$ cat config.mk
export PLATFORM = sky130hd
export DESIGN_NAME = biriscv_decode_queue
export DESIGN_NICKNAME = d
export VERILOG_FILES = /design/src/rtl/biriscv_decode_pkg.sv /design/src/rtl/biriscv_decode_lane.sv /design/src/rtl/biriscv_decode_queue.sv
export SDC_FILE = /design/constraint.sdc
export NUM_CORES = 1
export LEC_CHECK = 0
export BUFFER_PORTS_ARGS = -buffer_cell sky130_fd_sc_hd__buf_2
export CORE_MARGIN = 8
export CORE_UTILIZATION = 37
export CTS_BUF_LIST = sky130_fd_sc_hd__clkbuf_2
export DETAILED_ROUTE_END_ITERATION = 10
export PLACE_DENSITY = 0.58
export SYNTH_ARGS = -nofsm -noshare
export SYNTH_HDL_FRONTEND = slang
export SYNTH_SLANG_ARGS = --single-unit
$ cat constraint.sdc
create_clock -name clk_i -period 6.7 [get_ports clk_i]
set_input_delay 0.335 -clock clk_i [delete_from_list [all_inputs] [get_ports clk_i]]
set_output_delay 0.335 -clock clk_i [all_outputs]
set_load 0.01 [all_outputs]
$ cat src/rtl/biriscv_decode_pkg.sv
// Shared definitions for the decode queue: class flag layout and the
// opcode mask/match helper used by the per-lane decoder.
package biriscv_decode_pkg;

    localparam int CLASS_W     = 9;
    localparam int CLS_EXEC    = 0;
    localparam int CLS_LSU     = 1;
    localparam int CLS_BRANCH  = 2;
    localparam int CLS_MUL     = 3;
    localparam int CLS_DIV     = 4;
    localparam int CLS_CSR     = 5;
    localparam int CLS_INVALID = 6;
    localparam int CLS_RD      = 7;
    localparam int CLS_FAULT   = 8;

    localparam logic [31:0] M_OPC    = 32'h0000_007f;
    localparam logic [31:0] M_F3     = 32'h0000_707f;
    localparam logic [31:0] M_SH     = 32'hfc00_707f;
    localparam logic [31:0] M_R      = 32'hfe00_707f;
    localparam logic [31:0] M_MD     = 32'hfe00_407f;
    localparam logic [31:0] M_ALL    = 32'hffff_ffff;
    localparam logic [31:0] M_SFENCE = 32'hfe00_7fff;

    function automatic logic op_hit(input logic [31:0] op, input logic [31:0] mask,
                                    input logic [31:0] match);
        return (op & mask) == match;
    endfunction

endpackage

$ cat src/rtl/biriscv_decode_lane.sv
// Combinational classifier for one fetch lane; the result is stored with the
// entry so the issue-side read path is pure muxing.
module biriscv_decode_lane
    import biriscv_decode_pkg::*;
(
    input  logic [31:0]        opcode_i,
    input  logic               fault_i,
    input  logic               enable_muldiv_i,
    output logic [CLASS_W-1:0] class_o
);

    logic w_alu, w_load, w_store, w_jump, w_bcond, w_mul, w_div, w_sys, w_csr_rw, w_legal;

    assign w_alu = op_hit(opcode_i, M_F3, 32'h0000_0013) | op_hit(opcode_i, M_F3, 32'h0000_2013)
                 | op_hit(opcode_i, M_F3, 32'h0000_3013) | op_hit(opcode_i, M_F3, 32'h0000_4013)
                 | op_hit(opcode_i, M_F3, 32'h0000_6013) | op_hit(opcode_i, M_F3, 32'h0000_7013)
                 | op_hit(opcode_i, M_SH, 32'h0000_1013) | op_hit(opcode_i, M_SH, 32'h0000_5013)
                 | op_hit(opcode_i, M_SH, 32'h4000_5013)
                 | op_hit(opcode_i, M_OPC, 32'h0000_0037) | op_hit(opcode_i, M_OPC, 32'h0000_0017)
                 | op_hit(opcode_i, M_R, 32'h0000_0033) | op_hit(opcode_i, M_R, 32'h4000_0033)
                 | op_hit(opcode_i, M_R, 32'h0000_1033) | op_hit(opcode_i, M_R, 32'h0000_2033)
                 | op_hit(opcode_i, M_R, 32'h0000_3033) | op_hit(opcode_i, M_R, 32'h0000_4033)
                 | op_hit(opcode_i, M_R, 32'h0000_5033) | op_hit(opcode_i, M_R, 32'h4000_5033)
                 | op_hit(opcode_i, M_R, 32'h0000_6033) | op_hit(opcode_i, M_R, 32'h0000_7033);

    assign w_load  = op_hit(opcode_i, M_F3, 32'h0000_0003) | op_hit(opcode_i, M_F3, 32'h0000_1003)
                   | op_hit(opcode_i, M_F3, 32'h0000_2003) | op_hit(opcode_i, M_F3, 32'h0000_4003)
                   | op_hit(opcode_i, M_F3, 32'h0000_5003) | op_hit(opcode_i, M_F3, 32'h0000_6003);
    assign w_store = op_hit(opcode_i, M_F3, 32'h0000_0023) | op_hit(opcode_i, M_F3, 32'h0000_1023)
                   | op_hit(opcode_i, M_F3, 32'h0000_2023);

    assign w_jump  = op_hit(opcode_i, M_OPC, 32'h0000_006f) | op_hit(opcode_i, M_F3, 32'h0000_0067);
    assign w_bcond = op_hit(opcode_i, M_F3, 32'h0000_0063) | op_hit(opcode_i, M_F3, 32'h0000_1063)
                   | op_hit(opcode_i, M_F3, 32'h0000_4063) | op_hit(opcode_i, M_F3, 32'h0000_5063)
                   | op_hit(opcode_i, M_F3, 32'h0000_6063) | op_hit(opcode_i, M_F3, 32'h0000_7063);

    // M-extension ops become illegal (and thus trap via csr) when disabled
    assign w_mul = enable_muldiv_i & op_hit(opcode_i, M_MD, 32'h0200_0033);
    assign w_div = enable_muldiv_i & op_hit(opcode_i, M_MD, 32'h0200_4033);

    assign w_sys    = op_hit(opcode_i, M_ALL, 32'h0000_0073) | op_hit(opcode_i, M_ALL, 32'h0010_0073)
                    | op_hit(opcode_i, M_ALL, 32'h3020_0073) | op_hit(opcode_i, M_ALL, 32'h1050_0073)
                    | op_hit(opcode_i, M_F3, 32'h0000_000f)  | op_hit(opcode_i, M_F3, 32'h0000_100f)
                    | op_hit(opcode_i, M_SFENCE, 32'h1200_0073);
    assign w_csr_rw = op_hit(opcode_i, M_F3, 32'h0000_1073) | op_hit(opcode_i, M_F3, 32'h0000_2073)
                    | op_hit(opcode_i, M_F3, 32'h0000_3073) | op_hit(opcode_i, M_F3, 32'h0000_5073)
                    | op_hit(opcode_i, M_F3, 32'h0000_6073) | op_hit(opcode_i, M_F3, 32'h0000_7073);

    assign w_legal = w_alu | w_load | w_store | w_jump | w_bcond | w_mul | w_div | w_sys | w_csr_rw;

    always_comb begin
        class_o = '0;
        if (fault_i) begin
            class_o[CLS_CSR]   = 1'b1;
            class_o[CLS_FAULT] = 1'b1;
        end else if (!w_legal) begin
            class_o[CLS_CSR]     = 1'b1;
            class_o[CLS_INVALID] = 1'b1;
        end else begin
            class_o[CLS_EXEC]   = w_alu;
            class_o[CLS_LSU]    = w_load | w_store;
            class_o[CLS_BRANCH] = w_jump | w_bcond;
            class_o[CLS_MUL]    = w_mul;
            class_o[CLS_DIV]    = w_div;
            class_o[CLS_CSR]    = w_sys | w_csr_rw;
            class_o[CLS_RD]     = w_alu | w_load | w_jump | w_csr_rw | w_mul | w_div;
        end
    end

endmodule

$ cat src/rtl/biriscv_decode_queue.sv
// Multi-lane decode queue: classifies fetch bundles on write, stores them in a
// small circular buffer and presents up to LANES head entries to issue.
module biriscv_decode_queue
    import biriscv_decode_pkg::*;
#(
    parameter int LANES = 2,
    parameter int DEPTH = 4
) (
    input  logic                         clk_i,
    input  logic                         rst_ni,
    input  logic                         enable_muldiv_i,
    input  logic                         flush_i,
    input  logic                         fetch_valid_i,
    input  logic [LANES-1:0]             fetch_lane_valid_i,
    input  logic [LANES*32-1:0]          fetch_instr_i,
    input  logic [31:0]                  fetch_pc_i,
    input  logic [LANES-1:0]             fetch_fault_i,
    output logic                         fetch_accept_o,
    output logic [LANES-1:0]             out_valid_o,
    output logic [LANES*32-1:0]          out_instr_o,
    output logic [LANES*32-1:0]          out_pc_o,
    output logic [LANES*CLASS_W-1:0]     out_class_o,
    input  logic [$clog2(LANES+1)-1:0]   out_pop_i,
    output logic [$clog2(DEPTH+1)-1:0]   level_o
);

    localparam int PTR_W = $clog2(DEPTH);
    localparam int CNT_W = $clog2(DEPTH + 1);

    logic [31:0]        r_instr [DEPTH];
    logic [31:0]        r_pc    [DEPTH];
    logic [CLASS_W-1:0] r_class [DEPTH];
    logic [PTR_W-1:0]   r_rd_ptr, r_wr_ptr;
    logic [CNT_W-1:0]   r_count;

    logic [CLASS_W-1:0] w_lane_class [LANES];
    logic               w_push;
    logic [CNT_W-1:0]   w_push_n, w_pop_n;

    for (genvar g = 0; g < LANES; g++) begin : g_lane
        biriscv_decode_lane u_lane (
            .opcode_i        (fetch_instr_i[32*g +: 32]),
            .fault_i         (fetch_fault_i[g]),
            .enable_muldiv_i (enable_muldiv_i),
            .class_o         (w_lane_class[g])
        );
    end

    // Accept depends only on the registered count, never on this cycle's pop
    assign fetch_accept_o = (CNT_W'(DEPTH) - r_count) >= CNT_W'(LANES);
    assign w_push         = fetch_valid_i & fetch_accept_o & ~flush_i;
    assign level_o        = r_count;

    always_comb begin
        w_push_n = '0;
        for (int j = 0; j < LANES; j++) begin
            w_push_n = w_push_n + CNT_W'(fetch_lane_valid_i[j]);
        end
        if (!w_push) begin
            w_push_n = '0;
        end
        w_pop_n = (CNT_W'(out_pop_i) > r_count) ? r_count : CNT_W'(out_pop_i);
    end

    always_comb begin
        out_valid_o = '0;
        out_instr_o = '0;
        out_pc_o    = '0;
        out_class_o = '0;
        for (int k = 0; k < LANES; k++) begin
            if (r_count > CNT_W'(k)) begin
                out_valid_o[k]                = 1'b1;
                out_instr_o[32*k +: 32]       = r_instr[r_rd_ptr + PTR_W'(k)];
                out_pc_o[32*k +: 32]          = r_pc[r_rd_ptr + PTR_W'(k)];
                out_class_o[CLASS_W*k +: CLASS_W] = r_class[r_rd_ptr + PTR_W'(k)];
            end
        end
    end

    always_ff @(posedge clk_i or negedge rst_ni) begin
        if (!rst_ni) begin
            r_rd_ptr <= '0;
            r_wr_ptr <= '0;
            r_count  <= '0;
        end else if (flush_i) begin
            r_rd_ptr <= '0;
            r_wr_ptr <= '0;
            r_count  <= '0;
        end else begin
            r_rd_ptr <= r_rd_ptr + PTR_W'(w_pop_n);
            r_wr_ptr <= r_wr_ptr + PTR_W'(w_push_n);
            r_count  <= r_count + w_push_n - w_pop_n;
        end
    end

    // Payload storage carries no reset; lane valids are contiguous from lane 0
    always_ff @(posedge clk_i) begin
        if (w_push) begin
            for (int j = 0; j < LANES; j++) begin
                if (fetch_lane_valid_i[j]) begin
                    r_instr[r_wr_ptr + PTR_W'(j)] <= fetch_instr_i[32*j +: 32];
                    r_pc[r_wr_ptr + PTR_W'(j)]    <= fetch_pc_i + 32'(4 * j);
                    r_class[r_wr_ptr + PTR_W'(j)] <= w_lane_class[j];
                end
            end
        end
        if (rst_ni && !flush_i) begin
            assert (CNT_W'(out_pop_i) <= r_count)
                else $error("decode queue: pop %0d exceeds level %0d", out_pop_i, r_count);
        end
    end

endmodule

Yosys cells after proc, flatten, opt, wreduce, memory -nomap -nowiden:

Memories as Yosys holds them, arrays and structs flattened.
Index checks and enable logic that the tools add are counted.

* add/subtract/negate cells: 9
* multipliers: 0
* divide/modulo/power cells: 0
* order comparisons: 4
* equal/unequal tests: 106
* shift-type cells: 0
* multiplexer cells: 35
* bitwise gates (word level): 125
* reduce and logical (&&, ||, !) cells: 0

Operators with widths (count)
* 10-bit == test, second input constant: 26
* 17-bit by 10-bit == test with 1-bit output, second input constant: 8
* 32-bit two-way mux: 4
* 10-bit by 9-bit == test with 1-bit output, second input constant: 12
* 1-bit bitwise OR: 118
* 10-bit by 8-bit == test with 1-bit output, second input constant: 10
* 17-bit by 16-bit == test with 1-bit output, second input constant: 4
* 17-bit by 9-bit == test with 1-bit output, second input constant: 4
* 32-bit by 21-bit == test with 1-bit output, second input constant: 2
* 32-bit by 29-bit == test with 1-bit output, second input constant: 2
* 32-bit by 30-bit == test with 1-bit output, second input constant: 2
* 32-bit by 7-bit == test with 1-bit output, second input constant: 2
* 15-bit by 9-bit == test with 1-bit output, second input constant: 4
* 22-bit by 19-bit == test with 1-bit output, second input constant: 2
* 10-bit by 7-bit == test with 1-bit output, second input constant: 4
* 17-bit by 6-bit == test with 1-bit output, second input constant: 2
* 17-bit by 8-bit == test with 1-bit output, second input constant: 2
* 32-bit by 3-bit adder with 32-bit output, second input constant: 1
* 16-bit by 10-bit == test with 1-bit output, second input constant: 2
* 16-bit by 15-bit == test with 1-bit output, second input constant: 2
* 16-bit by 8-bit == test with 1-bit output, second input constant: 2
* 10-bit by 2-bit == test with 1-bit output, second input constant: 2
* 10-bit by 4-bit == test with 1-bit output, second input constant: 2
* 10-bit by 5-bit == test with 1-bit output, second input constant: 2
* other kinds (20): 58

* bits in registers: 7
* latch bits: 0
* RAM bits: 292
* ROM bits: 0
* output and inout bits: 152
* word-level logic and storage cells: 285
* memories kept: 3

Memory list
* r_instr: words 4, width 32, rd ports 2, clocked after memory_dff 0, wr ports 2, line biriscv_decode_queue.sv:30 `logic [31:0] r_instr [DEPTH];`
* r_pc: words 4, width 32, rd ports 2, clocked after memory_dff 0, wr ports 2, line biriscv_decode_queue.sv:31 `logic [31:0] r_pc [DEPTH];`
* r_class: words 4, width 9, rd ports 2, clocked after memory_dff 0, wr ports 2, line biriscv_decode_queue.sv:32 `logic [CLASS_W-1:0] r_class [DEPTH];`

Logic depth before layout (Yosys ltp):

Gate-level depths: netlist of run 1.

* word-level depth: 31
* mapped depth: 14
* gate-level depth less buffers: 13

Modules after synthesis:

A second synthesis of run 1 with hierarchy kept.

* cell total of the unflattened synthesis: 1743
* area total of the unflattened synthesis: 19003.2 µm²

Modules (own cells, without submodules)
* biriscv_decode_queue: times used 1, cells each 1584, area an instance 17993.5 µm², sequential area each 8943.6 µm²
* biriscv_decode_lane at g_lane[0].u_lane: times used 1, cells each 91, area an instance 580.6 µm², sequential area each 0.0 µm²
* biriscv_decode_lane at g_lane[1].u_lane: times used 1, cells each 68, area an instance 429.2 µm², sequential area each 0.0 µm²

Worst setup path after synthesis of run 1:

No wires, ideal clock.

* path type: register to register
* start: register r_count[1] (netlist: level_o[1])
* end: memory r_class[0][0], enable pin
* library setup time: 0.528 ns
* arrival: 4.895 ns
* data required time: 6.172 ns
* setup slack: 1.277 ns
* stages on the path, launching flop included: 7
* cells stage by stage: dfrtp_1 -> inv_1 -> ha_1 -> ha_1 -> or3b_1 -> nand3b_1 -> a21oi_1

RTL lines
* start, declared: line biriscv_decode_queue.sv:34 `logic [CNT_W-1:0] r_count;`
* start signal, assigned: line biriscv_decode_queue.sv:92 `r_count <= r_count + w_push_n - w_pop_n;`
* end, declared: line biriscv_decode_queue.sv:32

==> results of run 1 <==
worst max path at each step:
| stage | depth (start not counted) | slack [ns] | startpoint | endpoint |
|---|---|---|---|---|
| after floorplan | 6 | 1.28 | level_o[1] | r_class[0][0] |
| after global placement | 8 | 2.99 | level_o[1] | r_class[0][0] |
| after detailed placement | 8 | 2.89 | level_o[1] | r_class[0][0] |
| after CTS | 4 | 2.29 | r_rd_ptr[1] | out_instr_o[38] |
| after global routing | 4 | 2.13 | r_rd_ptr[1] | out_instr_o[45] |
| final | 10 | 2.43 | level_o[1] | r_instr[0][7] |
layout by cell type (no fill, tap or decap), types with 5 or more instances in the layout:
cell type      netlist  layout
buf_2               30     258
nand4_1             16      16
dlygate4sd3_1        0     165
xor2_1              72      72
mux2_2              10      10
nor3_1              20      20
edfxtp_1           292     292
mux4_2             146     146
xnor2_1             53      53
nor2_1              92      90
dfrtp_1              7       5
diode_2              0      11
mux2i_1             13      13
nand2_1            456     456
o21ai_0             28      28
clkbuf_2             1     114
ha_1                14      14
nor2b_1             83      83
nand3_1             19      19
and2_1              75      75
nand3b_1             5       5
nand4b_1             5       5
and3_1               8       7
buf_4                4      16
a21oi_1             10       8
nor4_1              12      12
inv_1               15      14
clkinv_1             1      25
area by class of cell:
class	count	share of cell area (%)
Inverter	16	0.262
Tap cell	680	3.72
Clock buffer	114	2.49
Multi-Input combinational cell	1204	40.3
Timing Repair Buffer	441	13.6
Clock inverter	28	0.476
Antenna cell	11	0.120
Sequential cell	299	39.1
cells by family (layout without fill, tap and decap cells):
family | Yosys count | after routing | share of synthesized area (%)
other | 0 | 11 | 0
flip-flops | 299 | 299 | 47.3
buffers and inverters | 173 | 599 | 4.31
adder cells (fa/ha/maj) | 15 | 15 | 1.03
AO/OA/AOI/OAI | 65 | 65 | 2.29
XOR/XNOR | 125 | 125 | 5.79
AND/OR/NAND/NOR | 830 | 830 | 20.6
multiplexers | 169 | 169 | 18.7
per-layer routing:
| layer | wire (microns) | share of wire (%) | GRT usage [%] | up-vias |
|---|---|---|---|---|
| met5 | 22 | 0.036 | 0 | - |
| met4 | 1220 | 2.0 | 5.50 | 4 |
| met3 | 4760 | 7.9 | 5.09 | 91 |
| met2 | 30200 | 50 | 34.2 | 652 |
| met1 | 24300 | 40 | 24.4 | 7354 |
| li1 | - | - | - | 6749 |
worst max-delay path, cell delays in order (launching register included):
cell and delay [ns]:
dfrtp_1 0.45, inv_1 0.14, ha_1 0.20, ha_1 0.26
or3b_1 0.19, and3b_1 0.37, nand4_1 0.90, buf_4 0.68
nand2_1 0.15, nand2_1 0.06, dlygate4sd3_1 0.54
Yosys cell counts (4+ instances only):
master,count
a31oi_1,4
clkbuf_8,6
buf_6,7
nand3b_1,5
nor2_1,92
nand4b_1,5
and3_1,8
xor2_1,72
and2_1,75
buf_2,30
nand4_1,16
buf_1,16
ha_1,14
mux2_2,10
mux4_2,146
o2111ai_1,4
nor3_1,20
a21oi_1,10
xnor2_1,53
clkbuf_1,93
and4_1,4
nand2_1,456
buf_4,4
nor2b_1,83
inv_1,15
nand3_1,19
o21ai_0,28
edfxtp_1,292
nor4_1,12
and4b_1,4
dfrtp_1,7
mux2i_1,13
sequential cells by signal, indices dropped and copies added (netlist names):
| name | cells |
|---|---|
| r_instr | 128 |
| r_pc | 128 |
| r_class | 36 |
| level_o | 3 |
| r_rd_ptr | 2 |
| r_wr_ptr | 2 |
power by group through the flow:
stage / registers (W) / clock network (W) / logic (W)
2_1_floorplan: 0.00229 / 0 / 0.00202
3_5_place_dp: 0.00241 / 0 / 0.00305
3_3_place_gp: 0.00240 / 0 / 0.00303
5_1_grt: 0.00239 / 0.00136 / 0.00334
6_report: 0.00237 / 0.00123 / 0.00308
4_1_cts: 0.00237 / 0.00129 / 0.00315
what timing repair did:
item	in CTS	in global routing
hold endpoints to repair	334	0
buffers inserted	0	0
setup endpoints to repair	0	0
hold buffers	165	0
through the flow:
step	hold slack, ns	cells
final	0.223	2793
after global routing	0.128	2791
after CTS	0.0665	2782
after detailed placement	0.182	2475
after global placement	0.182	2475
after floorplan	0.0394	1676
==> flow_metrics.tcl, run 1 <==
set metrics [dict create \
    fin_crit_sh_pct 63.7 \
    rsz0062_at_grt "false" \
    viasPerCell 5.32 \
    clk_pin_slew_ns 0.11 \
    synthTopCellsByArea "edfxtp_1, mux4_2, nand2_1" \
    yosysUniqueCellTypes 70 \
    p_per_area_mw_per_mm2 292 \
    worstPathArrival_ns 4.96 \
    setup_viol 0 \
    placed_area_sq_mm 0.0205 \
    track_usage_pct 19.8 \
    drt_first_pass_iters 6 \
    htreeDepth 3 \
    whs_path_depth 4 \
    syn-instance-count 1676 \
    synth_ff_type "edfxtp_1" \
    pwr-share-seq_pct 35.4 \
    design.die.area_sq_mm 0.0586 \
    yosysSeqAreaShare_pct 47.3 \
    drt_iter0_drc 1247 \
    gp_congestion 0.831 \
    dpl.hpwl_mm 37.4 \
    p_int_w 0.00408 \
    grt_max_degree 101 \
    min_to "r_instr[2][23]" \
    slew_headroom_pct 27.2 \
    synth_top_area_share_pct 46.4 \
    p_sw_share_pct 39.0 \
    regArea_sq_mm 0.00895 \
    synthArstFlopShare_pct 2.34 \
    stdcell_area_sq_mm 0.0229 \
    setup.worst_path.class "flip-flop to flip-flop" \
    cts_made_buffers 82 \
    wl_per_cell_microns 21.6 \
    drcViolationCount 0 \
    start_util_pct 37.2 \
    post-route-util_pct 45.0 \
    leakage_nw 8.82 \
    num_vias 14900 \
    cts_resized 0 \
    grt_first_pass_wirelength_mm 90.3 \
    synth_area_sq_mm 0.0189 \
    synth_seq_cells 299 \
    nNetsFinal 2166 \
    finalHoldViolCount 0 \
    setup_tns_ns 0 \
    worst_slack_ns 2.43 \
    r2r_cells 10 \
    synth_top_area_cell "edfxtp_1" \
    cts_root_buf "clkbuf_2" \
    ir_worst_vdd_mv 0.220 \
    num-fill-cells 4750 \
    area_delta_synth_final_pct 21.0 \
    layout-drive-gt1-share_pct 27.5 \
    ant_nets 0 \
    wirelength_mm 60.5 \
    clock_power_share_pct 18.5 \
    multiInputGateArea_sq_mm 0.00922 \
    hold_class "input port to flip-flop" \
    core_area_sq_mm 0.0509 \
    r2r_start "level_o[1]" \
    worst_pin_slew_ns 1.09 \
    avgSynthCellArea_sq_um 11.3 \
    rows 83 \
    required_ns 7.40 \
    dp_slack_ns 2.89 \
    fin_skew_ns 0.0652 \
    cts_max_path_buffers 3 \
    synth_edf_count 292 \
    period_needed_ns 4.27 \
    worstPathMaxFanout 37 \
    grt_pass1_vias 15200 \
    clk-insertion-delay-late_ns 1.00 \
    switchingPower_w 0.00260 \
    io_buffers 258 \
    maxCapViolCount 0 \
    fmax_ghz 0.234 \
    cp-end-kind "flip-flop" \
    cts.sinks 299 \
    antenna_found_initial 13 \
    power_w 0.00668 \
    reg2reg_to "r_instr[0][7]" \
    start_kind "flip-flop" \
    min-delay-start "fetch_instr_i[23]" \
    chipWidth_microns 242 \
    combPwrFrac_pct 46.1 \
    status "complete, no violations" \
    die_h_microns 242 \
    syn_nets 1798 \
    rrSetupSlack_ns 2.43 \
    globalRouteOverflowTotal 0 \
    ys_warn_count 0 \
    cts_tree "done" \
    pin_count 259 \
    finalMaxSlewViolations 0 \
]
(Power assumes the default switching activity.)
==> run 2, diff against run 1 <==
Settings changed: ABC_AREA set to 1.
Clock period 6.7 ns to 4.3 ns, I/O delays scaled along.
==> run 2 against run 1 <==
Die area grew 0.53%; count of clock-buffer cells in the layout grew 5; area after synthesis grew 0.57%; clock power grew 68%; largest power group unchanged; global-route usage grew 4.0 points; sequential share of layout area shrank 1.2 points; critical path type is now flip-flop to primary output; first-iteration DRC count grew 53%.
==> flow_metrics.tcl, run 2 <==
set metrics [dict create \
    die_h_microns 243 \
    r2r_cells 12 \
    gp_congestion 0.910 \
    synth-xor-area-share_pct 1.62 \
    rrSetupSlack_ns 0.58 \
    pin_count 259 \
    fin_skew_ns 0.0657 \
    clk_pin_slew_ns 0.09 \
    area_delta_synth_final_pct 24.1 \
    synth_top_area_cell "edfxtp_1" \
    p_per_area_mw_per_mm2 530 \
    synthTopCellsByArea "edfxtp_1, nand2_1, o21ai_1" \
    whs_path_depth 4 \
    synth-simple-area-share_pct 23.0 \
    synth_area_sq_mm 0.0190 \
    wl_per_cell_microns 20.3 \
    required_ns 4.09 \
    dpl.hpwl_mm 45.9 \
    core_area_sq_mm 0.0511 \
    setup_viol 0 \
    grt_pass1_vias 19200 \
    worstPathMaxFanout 73 \
    setup.worst_path.class "flip-flop to primary output" \
    grt_max_degree 242 \
    drt_first_pass_iters 5 \
    num_vias 19600 \
    viasPerCell 5.45 \
    syn-instance-count 2455 \
    ys_warn_count 0 \
    start_kind "flip-flop" \
    design.die.area_sq_mm 0.0589 \
    yosysUniqueCellTypes 43 \
    rsz0062_at_grt "false" \
    io_buffers 258 \
    syn_nets 2577 \
    rows 83 \
    synthMuxAreaShare_pct 0 \
    worst_pin_slew_ns 1.17 \
    crit_family "buffers and inverters" \
    synth_common_cells "nand2_1, edfxtp_1, o21ai_1" \
    chipWidth_microns 243 \
    layout_commonest_cell "nand2_1" \
    hold_class "input port to flip-flop" \
    maxCapViolCount 0 \
    cp-end-kind "primary output" \
    max_stage_delay_ns 0.91 \
    drt_iter0_drc 1913 \
    synth_compound_area_share_pct 19.7 \
    nNetsFinal 2980 \
    globalRouteOverflowTotal 0 \
    cts_max_path_buffers 3 \
    r2r_start "level_o[0]" \
    ir_worst_vdd_mv 0.453 \
    mostFrequentLayoutCells "nand2_1, edfxtp_1, buf_2, o21ai_1, nor2_1" \
    worst-path-stages 5 \
    synth_top_family_by_area "simple AND/OR/NAND/NOR gates" \
    synth_seq_cells 299 \
    layout-drive-gt1-share_pct 16.6 \
    drcViolationCount 0 \
    stdcell_area_sq_mm 0.0236 \
    antenna_found_initial 7 \
    finalHoldViolCount 0 \
    synth_top_area_share_pct 46.1 \
    track_usage_pct 23.8 \
    fin_crit_sh_pct 94.9 \
    reg2reg_to "r_pc[3][31]" \
    cts_tree "done" \
    ant_nets 0 \
    post-route-util_pct 46.2 \
    placed_area_sq_mm 0.0209 \
    avgSynthCellArea_sq_um 7.75 \
    min_to "r_instr[2][27]" \
    yosysSeqAreaShare_pct 47.0 \
    synth-adder-area-share_pct 1.03 \
    power_w 0.0125 \
    start_util_pct 37.2 \
    critical_path_buf_inv_count 2 \
    crit_chain "nor2_4, buf_4, nand2_1, a31oi_1, buf_2" \
    worstPathArrival_ns 3.87 \
    synthArstFlopShare_pct 2.34 \
    min-delay-start "fetch_instr_i[59]" \
    cts_made_buffers 82 \
    clk-insertion-delay-late_ns 1.07 \
    status "complete, no violations" \
    leakage_nw 9.34 \
    slew_headroom_pct 22.0 \
    post-synth-top-count-cell "nand2_1" \
    crit_slowest_cell "buf_4" \
    grt_first_pass_wirelength_mm 111 \
    htreeDepth 3 \
    finalMaxSlewViolations 0 \
    reg_top3 "r_instr: 128 flops, r_pc: 128 flops, r_class: 36 flops" \
    fmax_ghz 0.245 \
    cts.sinks 299 \
    period_needed_ns 4.08 \
    num-fill-cells 5039 \
    synth_ff_type "edfxtp_1" \
    wirelength_mm 73.0 \
    synth_edf_count 292 \
    cts_root_buf "clkbuf_2" \
]
[run 2: where the power goes]
| part | switching [W] | internal (W) |
|---|---|---|
| clock network | 0.00128 | 0.000793 |
| logic | 0.00458 | 0.00212 |
| registers | 0.000282 | 0.00345 |
[run 2: tightest hold or removal path: stages]
cell	delay, ns
dlygate4sd3_1	0.52
buf_2	0.19
nand2_1	0.07
o21ai_1	0.07
[run 2: layer usage]
layer  up-vias  share of wire [%]  GRT usage (%)
met4         2                3.6           11.2
li1       9209                  -              -
met2       975                 47           39.0
met3       162                8.0           4.18
met5         -              0.016              0
met1      9272                 42           30.4
[run 2: cell families after synthesis]
group,after synthesis
AO/OA/AOI/OAI,683
XOR/XNOR,31
adder cells (fa/ha/maj),15
buffers and inverters,361
flip-flops,299
AND/OR/NAND/NOR,1066
[run 2: final cells by class]
| type | instances | area (sq um) | area share, % |
|---|---|---|---|
| diodes | 5 | 12.5 | 0.0530 |
| clock buffers | 119 | 596 | 2.52 |
| clock inverters | 20 | 109 | 0.461 |
| inverters | 191 | 717 | 3.04 |
| multi-input cells | 1795 | 8710 | 36.9 |
| flip-flops and latches | 299 | 8950 | 37.9 |
| well taps | 680 | 851 | 3.60 |
| repair buffers | 489 | 3660 | 15.5 |
[run 2: repair_timing]
action                    CTS  global route
hold endpoints to repair  323             0
gates resized for setup     0             0
buffers inserted            0             0
hold buffers              203             0
[run 2: worst max-delay path by stage]
| stage | start | end | slack [ns] |
|---|---|---|---|
| final | r_rd_ptr[1] | out_instr_o[33] | 0.22 |
| after global routing | r_rd_ptr[1] | out_instr_o[33] | 0.05 |
| after CTS | r_rd_ptr[1] | out_instr_o[33] | 0.16 |
| after detailed placement | level_o[1] | r_instr[3][23] | 0.94 |
| after global placement | level_o[1] | r_instr[3][23] | 1.02 |
| after floorplan | level_o[1] | r_class[0][0] | -0.95 |
[run 2: stage by stage]
stage          setup WS [ns]  TNS [ns]  std cells  hold slack, ns
3_3_place_gp            1.02         0       3251          0.0616
5_1_grt               0.0528         0       3597          0.0896
6_report               0.219         0       3598           0.136
4_1_cts                0.163         0       3593        0.000216
3_5_place_dp           0.944         0       3251          0.0668
2_1_floorplan         -0.947   -276.58       2455         -0.0806
